===== src/rtl/aibnd_str_clktree_seq.sv =====
// aibnd_str_clktree_seq: strobe clock tree with grouped req/ack enable ramp for the AIB slave datapath
//
// Fans clkin out to NUM_L left lanes, NUM_R right lanes, one DLL replica load and three mimic
// loads. Lane groups (GRP lanes per side each) are switched on one at a time every STEP_CYC
// cycles and switched off in reverse order, which spreads the supply current step.
//
// Optional build macro: STRCLK_SKEW_MODEL_EN adds an equal #SKEW_DELAY ps transport delay
// to every clock output. Without it, the outputs follow the gates with zero delay.
//
// Ports
//   clkin           in   clock source and sequencer clock
//   rst             in   synchronous reset, active-high
//   en_req          in   level request, 1 = tree on, 0 = tree off
//   en_ack          out  high only while the whole tree is on
//   busy            out  high while ramping up or down
//   lane_mask_l     in   left lanes allowed to run, captured when leaving idle
//   lane_mask_r     in   right lanes allowed to run, captured when leaving idle
//   lstrbclk_l      out  gated left lane clocks
//   lstrbclk_r      out  gated right lane clocks
//   lstrbclk_rep    out  DLL replica clock, follows group 0
//   lstrbclk_mimic  out  mimic load clocks, follow group 0
`timescale 1ps/1ps
module aibnd_str_clktree_seq #(
    parameter int NUM_L      = 12,
    parameter int NUM_R      = 12,
    parameter int GRP        = 2,
    parameter int STEP_CYC   = 4,
    parameter int SKEW_DELAY = 60
) (
    input  logic             clkin,
    input  logic             rst,
    input  logic             en_req,
    output logic             en_ack,
    output logic             busy,
    input  logic [NUM_L-1:0] lane_mask_l,
    input  logic [NUM_R-1:0] lane_mask_r,
    output logic [NUM_L-1:0] lstrbclk_l,
    output logic [NUM_R-1:0] lstrbclk_r,
    output logic             lstrbclk_rep,
    output logic [2:0]       lstrbclk_mimic
);
    localparam int MAXN  = (NUM_L > NUM_R) ? NUM_L : NUM_R;
    localparam int NSTEP = (MAXN + GRP - 1) / GRP;
    localparam int CW    = $clog2(STEP_CYC + 1);
    localparam logic [CW-1:0]    LAST = CW'(STEP_CYC - 1);
    localparam logic [NSTEP-1:0] G0   = NSTEP'(1);

    typedef enum logic [1:0] {IDLE, RAMP_UP, ON, RAMP_DN} state_t;

    state_t           state, state_n;
    logic [NSTEP-1:0] grp_en, grp_n;
    logic [CW-1:0]    cnt, cnt_n;
    logic [NUM_L-1:0] mask_l_q, mask_l_n;
    logic [NUM_R-1:0] mask_r_q, mask_r_n;
    logic             step;

    always_ff @(posedge clkin) begin
        if (rst) begin
            state    <= IDLE;
            grp_en   <= '0;
            cnt      <= '0;
            mask_l_q <= '0;
            mask_r_q <= '0;
        end else begin
            state    <= state_n;
            grp_en   <= grp_n;
            cnt      <= cnt_n;
            mask_l_q <= mask_l_n;
            mask_r_q <= mask_r_n;
        end
    end

    // grp_en is a thermometer code: ramp-up fills from bit 0, ramp-down drains from the top
    always_comb begin
        state_n  = state;
        grp_n    = grp_en;
        cnt_n    = cnt;
        mask_l_n = mask_l_q;
        mask_r_n = mask_r_q;
        step     = (cnt == LAST);
        case (state)
            IDLE: begin
                if (en_req) begin
                    mask_l_n = lane_mask_l;
                    mask_r_n = lane_mask_r;
                    grp_n    = G0;
                    cnt_n    = '0;
                    state_n  = RAMP_UP;
                end
            end
            RAMP_UP: begin
                if (!en_req) begin
                    cnt_n   = '0;
                    state_n = RAMP_DN;
                end else if (step) begin
                    cnt_n = '0;
                    if (&grp_en) state_n = ON;
                    else grp_n = (grp_en << 1) | G0;
                end else begin
                    cnt_n = cnt + CW'(1);
                end
            end
            ON: begin
                if (!en_req) begin
                    cnt_n   = '0;
                    state_n = RAMP_DN;
                end
            end
            RAMP_DN: begin
                if (en_req) begin
                    // resume from the current level; group 0 is forced on so the ramp restarts live
                    grp_n   = grp_en | G0;
                    cnt_n   = '0;
                    state_n = RAMP_UP;
                end else if (step) begin
                    grp_n = grp_en >> 1;
                    cnt_n = '0;
                    if ((grp_en >> 1) == '0) state_n = IDLE;
                end else begin
                    cnt_n = cnt + CW'(1);
                end
            end
            default: state_n = IDLE;
        endcase
    end

    assign en_ack = (state == ON);
    assign busy   = (state == RAMP_UP) || (state == RAMP_DN);

    logic [NUM_L-1:0] gate_l, lat_l, raw_l;
    logic [NUM_R-1:0] gate_r, lat_r, raw_r;
    logic             gate_rep, lat_rep, raw_rep;

    // rst also forces the gates off so outputs stay low from the first low phase of reset
    for (genvar i = 0; i < NUM_L; i++) begin : g_gate_l
        assign gate_l[i] = grp_en[i / GRP] & mask_l_q[i] & ~rst;
    end
    for (genvar i = 0; i < NUM_R; i++) begin : g_gate_r
        assign gate_r[i] = grp_en[i / GRP] & mask_r_q[i] & ~rst;
    end
    assign gate_rep = grp_en[0] & ~rst;

    // ICG model: enables only move while clkin is low, so each output pulse is whole
    always_latch begin
        if (!clkin) begin
            lat_l   <= gate_l;
            lat_r   <= gate_r;
            lat_rep <= gate_rep;
        end
    end

    assign raw_l   = {NUM_L{clkin}} & lat_l;
    assign raw_r   = {NUM_R{clkin}} & lat_r;
    assign raw_rep = clkin & lat_rep;

`ifdef STRCLK_SKEW_MODEL_EN
    // identical per-edge transport delay on every output keeps inter-lane skew at zero
    always @(raw_l)   lstrbclk_l     <= #SKEW_DELAY raw_l;
    always @(raw_r)   lstrbclk_r     <= #SKEW_DELAY raw_r;
    always @(raw_rep) lstrbclk_rep   <= #SKEW_DELAY raw_rep;
    always @(raw_rep) lstrbclk_mimic <= #SKEW_DELAY {3{raw_rep}};
`else
    assign lstrbclk_l     = raw_l;
    assign lstrbclk_r     = raw_r;
    assign lstrbclk_rep   = raw_rep;
    assign lstrbclk_mimic = {3{raw_rep}};
    // SKEW_DELAY only shapes the delayed build; a negative value is meaningless in either
    if (SKEW_DELAY < 0) begin : g_skew_unused
    end
`endif
endmodule

===== config.mk =====
export PLATFORM = sky130hd
export DESIGN_NAME = aibnd_str_clktree_seq
export DESIGN_NICKNAME = d
export VERILOG_FILES = /design/src/rtl/aibnd_str_clktree_seq.sv
export SDC_FILE = /design/constraint.sdc
export NUM_CORES = 1
export LEC_CHECK = 0
export ABC_CLOCK_PERIOD_IN_PS = 2400
export BUFFER_PORTS_ARGS = -buffer_cell sky130_fd_sc_hd__buf_2
export CAP_MARGIN = 20
export CORE_ASPECT_RATIO = 2
export CORE_MARGIN = 1.5
export CORE_UTILIZATION = 50
export DETAILED_ROUTE_END_ITERATION = 8
export GPL_TIMING_DRIVEN = 0
export MAX_ROUTING_LAYER = met4
export PLACE_DENSITY = 0.76
export SLEW_MARGIN = 20
export SYNTH_ARGS = -nofsm -noshare
export SYNTH_HDL_FRONTEND = slang
export SYNTH_SLANG_ARGS = --single-unit

===== constraint.sdc =====
create_clock -name clkin -period 2.4 [get_ports clkin]
set_clock_uncertainty 0.15 [all_clocks]
set_input_delay 0.12 -clock clkin [delete_from_list [all_inputs] [get_ports clkin]]
set_output_delay 0.12 -clock clkin [all_outputs]
set_load 0.05 [all_outputs]

Word level (Yosys, flattened, before mapping)
Index checks and enable logic that the tools add are counted.

Add/sub/neg operators: 1. Eq/ne operators: 15. Mux-type cells: 26. Bitwise gates (word level): 53. Reductions and logical operators: 10.

Operators with widths (count): bitwise AND 1 bit (50); two-way mux 12 bit (3); two-way mux 6 bit (6); bitwise AND 12 bit (2); case mux 6 bit (3 select lines) (1); AND reduction 6 bit (3); two-way mux 2 bit (8); two-way mux 3 bit (5); != test 2 bit, second input constant (7); != test 3 bit, second input constant (4); case mux 3 bit (4 select lines) (1); case mux 2 bit (4 select lines) (1); AND reduction 7 bit (1); logical NOT 6 bit (1); == test 2 bit, second input constant (2); AND reduction 2 bit (2); adder 3 x 1 -> 3 bit, second input constant (1); == test 3 x 2 -> 1 bit, second input constant (1); nonzero test 3 bit (1); == test 2 x 1 -> 1 bit, second input constant (1); logical NOT 2 bit (1); logical OR 1 bit (1); two-way mux 1 bit (1); inverter 1 bit (1).

Flip-flop bits (word level): 35. Bits in latches: 25. Bits of input ports: 27. Output and inout bits: 30. Word-level logic and storage cells: 136.

Logic depth before layout (Yosys ltp)
Word-level depth: 5. Depth in mapped cells: 7. Mapped depth without buffers: 6.

==> results by group <==
Outcome
  • Outcome: complete, but fails checks
  • Violations in the final reports: negative setup slack

Timing
  • Setup repair after global routing missed its margin: yes
  • Worst-margin pin slew: 0.498 ns
  • Normalized max-slew margin: 66.7%
  • Number of max-slew violations in the final report: 0
  • Hold violation total from the final report: 0
  • Minimum setup slack in the final design: -0.391 ns
  • Number of setup violations in the final report: 53
  • Total negative setup slack: -6.09 ns

Placement
  • Post-DP HPWL: 3.56 mm
  • Global placer's final weighted congestion: 0.887
  • Buffers on Ports: 56
  • Setup Slack @ Placement: 0.0841 ns

Layout
  • Syn-to-layout area delta: 61.0%
  • Area of the multi-input gates: 0.00119 sq mm
  • Total Nets Final: 412
  • Register area: 0.00109 sq mm
  • Filler cell count: 222
  • Share of final-layout standard cells stronger than drive strength 1: 34.2%
  • Final core area utilization: 84.9%

Route
  • Number of vias per cell after detailed routing: 5.46
  • Number of routed nets with antenna violations: 0
  • Drt first pass iters: 5
  • Initial DRC count: 113
  • Vias after detailed routing: 2410
  • Wire length reported by the detailed router: 7.50 mm
  • Wire per inst: 17.0 um
  • Count of unresolved DRC violations after routing: 0

Die
  • Total die area: 0.00506 sq mm
  • Die Y-Extent: 99.1 um
  • Starting density of the core: 52.7%
  • Ports placed on the boundary: 57
  • Std-Cell Rows: 34
  • Core Box Area: 0.00438 sq mm
  • Horizontal die dimension: 51.1 um

Yosys
  • Number of standard cells after synthesis: 273
  • Nets in the synthesized netlist: 307
  • Cell types with the largest area share after synthesis: sky130_fd_sc_hd__dfxtp_1 (30%), sky130_fd_sc_hd__dlxtn_1 (16%), sky130_fd_sc_hd__and2_1 (14%)
  • Synthesis Warnings: 0
  • Mapped Avg Cell Area: 8.47 sq um
  • Post-synth design cell area: 0.00231 sq mm
  • Cell taking the most area after synthesis: sky130_fd_sc_hd__dfxtp_1
  • Most used standard cells in the synthesized netlist: sky130_fd_sc_hd__nand2_1 (54), sky130_fd_sc_hd__and2_1 (50), sky130_fd_sc_hd__dfxtp_1 (35), sky130_fd_sc_hd__a21oi_1 (28), sky130_fd_sc_hd__dlxtn_1 (25)
  • Number of enable-type register cells in the synthesized netlist: 0
  • Async set-or-reset flop fraction in the synthesized netlist: 0%
  • Synth Register Bits: 60
  • Count of different cell masters after synthesis: 36
  • Cell with the most instances after synthesis: sky130_fd_sc_hd__nand2_1
  • Proportion of netlist area held by the largest area contributor: 30.3%
  • Commonest register cell after synthesis: sky130_fd_sc_hd__dfxtp_1

Power and ir drop
  • Leakage power: 1.68 nW
  • Worst supply voltage drop on vdd: 0.880 mV
  • Power density of the placed cells: 1030 mW/mm^2

Critical path
  • Category of the worst setup path capture point: primary output
  • Worst EP arrival: 2.52 ns
  • Setup CP Type: latch to primary output
  • Largest fanout of any net on the critical path: 3
  • Launching element type of the critical path: latch
  • Worst Reg-to-Reg Cells: 2
  • Worst endpoint required time: 2.13 ns

Flow run
  • Max Cap Violations: 0

Min path
  • Cell count of the worst hold path: 2
  • Classification of the worst-slack hold path: flop to flop

GRT
  • Global route total overflow: 0
  • First-pass GRT wire length: 11.3 mm
  • GRT Util Overall: 33.2%
  • Largest net degree at the start of global routing: 12
  • Vias in the first global route: 2731
  • Number of antenna violations at the first check in global routing: 0

CTS
  • Clk_lat worst skew: 0.44 ns
  • Clock-pin slew of the registers on the worst-case setup and hold paths: 0.06 ns
  • Clock tree from TritonCTS: built
[state kept, by name, summed over array words and instances (netlist names)]
signal    count
lat_l        12
lat_r        12
mask_l_q     12
mask_r_q     12
grp_en        6
cnt           3
state         2
lat_rep       1
[kinds of logic after synthesis]
logic type      Yosys count  share of synthesized area [%]
latches                  25                           16.2
compound gates           41                           10.8
mux                       9                           4.39
buf+inv                  22                           4.55
flops                    35                           30.3
simple gates            134                           29.9
fa+ha+maj                 7                           3.79
[layout make-up]
| cell class | count | area share [%] |
|---|---|---|
| Tap cell | 54 | 1.82 |
| Multi-Input combinational cell | 191 | 32.1 |
| Buffer | 17 | 3.16 |
| Antenna cell | 1 | 0.0673 |
| Sequential cell | 60 | 29.3 |
| Timing Repair Buffer | 54 | 10.8 |
| Clock buffer | 50 | 18.7 |
| Inverter | 5 | 0.505 |
| Clock inverter | 9 | 3.63 |
[worst paths after layout]
kind	from	to	slack, ns
setup / recovery	lat_rep	lstrbclk_mimic[0]	-0.39
setup reg to reg	grp_en[4]	lat_r[9]	0
hold / removal	mask_l_q[9]	mask_l_q[9]	0.30
hold reg to reg	mask_l_q[9]	mask_l_q[9]	0.30
[cell usage in the layout (no fill, tap or decap), types with 2 or more instances in the layout]
cell	instances
sky130_fd_sc_hd__ha_1	7
sky130_fd_sc_hd__inv_1	5
sky130_fd_sc_hd__and2_1	25
sky130_fd_sc_hd__buf_4	3
sky130_fd_sc_hd__o21ai_0	2
sky130_fd_sc_hd__and4_1	2
sky130_fd_sc_hd__dlygate4sd3_1	26
sky130_fd_sc_hd__a22oi_1	4
sky130_fd_sc_hd__nand2_1	54
sky130_fd_sc_hd__clkinv_1	3
sky130_fd_sc_hd__mux2_1	5
sky130_fd_sc_hd__buf_2	31
sky130_fd_sc_hd__nand2b_1	3
sky130_fd_sc_hd__mux2i_1	3
sky130_fd_sc_hd__dfxtp_1	35
sky130_fd_sc_hd__and2_4	25
sky130_fd_sc_hd__bufinv_16	3
sky130_fd_sc_hd__clkbuf_1	7
sky130_fd_sc_hd__dlxtn_1	14
sky130_fd_sc_hd__a21oi_1	28
sky130_fd_sc_hd__nor2b_1	8
sky130_fd_sc_hd__buf_8	29
sky130_fd_sc_hd__buf_6	4
sky130_fd_sc_hd__clkbuf_8	19
sky130_fd_sc_hd__dlxtn_2	11
sky130_fd_sc_hd__buf_1	2
sky130_fd_sc_hd__nor2_1	9
[metal layers]
metal,part of all wire [%],vias up,global-route usage (%)
met5,0,-,-
met4,7.1,0,43.9
met3,7.2,67,18.6
met2,53,134,46.2
met1,33,1112,25.0
li1,-,1097,-
[critical path, stage by stage, from the launching register on]
cell and delay [ns]:
sky130_fd_sc_hd__dlxtn_1 0.39, sky130_fd_sc_hd__and2_4 0.15, sky130_fd_sc_hd__buf_8 0.10, sky130_fd_sc_hd__buf_6 0.09, sky130_fd_sc_hd__buf_8 0.13
[timing repair]
item / in CTS / in global routing
setup endpoints to repair: 53 / 53
pin swaps: 24 / 0
cloned: 0 / 0
gates resized for setup: 102 / 24
endpoints found under the hold margin: 26 / 0
buffers inserted: 2 / 0
hold buffers: 26 / 0
[metrics by stage]
| step | cells | hold WS, ns | power (mW) | area [sq um] |
|---|---|---|---|---|
| floorplan | 273 | 0.106 | 1.74 | 2310 |
| global placement | 383 | 0.212 | 1.91 | 2660 |
| detailed placement | 383 | 0.215 | 1.92 | 2660 |
| CTS | 440 | 0.295 | 3.82 | 3660 |
| global route | 440 | 0.317 | 4.02 | 3720 |
| finish | 441 | 0.302 | 3.85 | 3720 |
[power by group]
group | internal [mW] | total (mW) | switching (mW)
sequential | 0.977 | 1.05 | 0.0711
clock | 1.26 | 2.06 | 0.795
combinational | 0.281 | 0.742 | 0.461
Power figures use the tool's default switching activity.
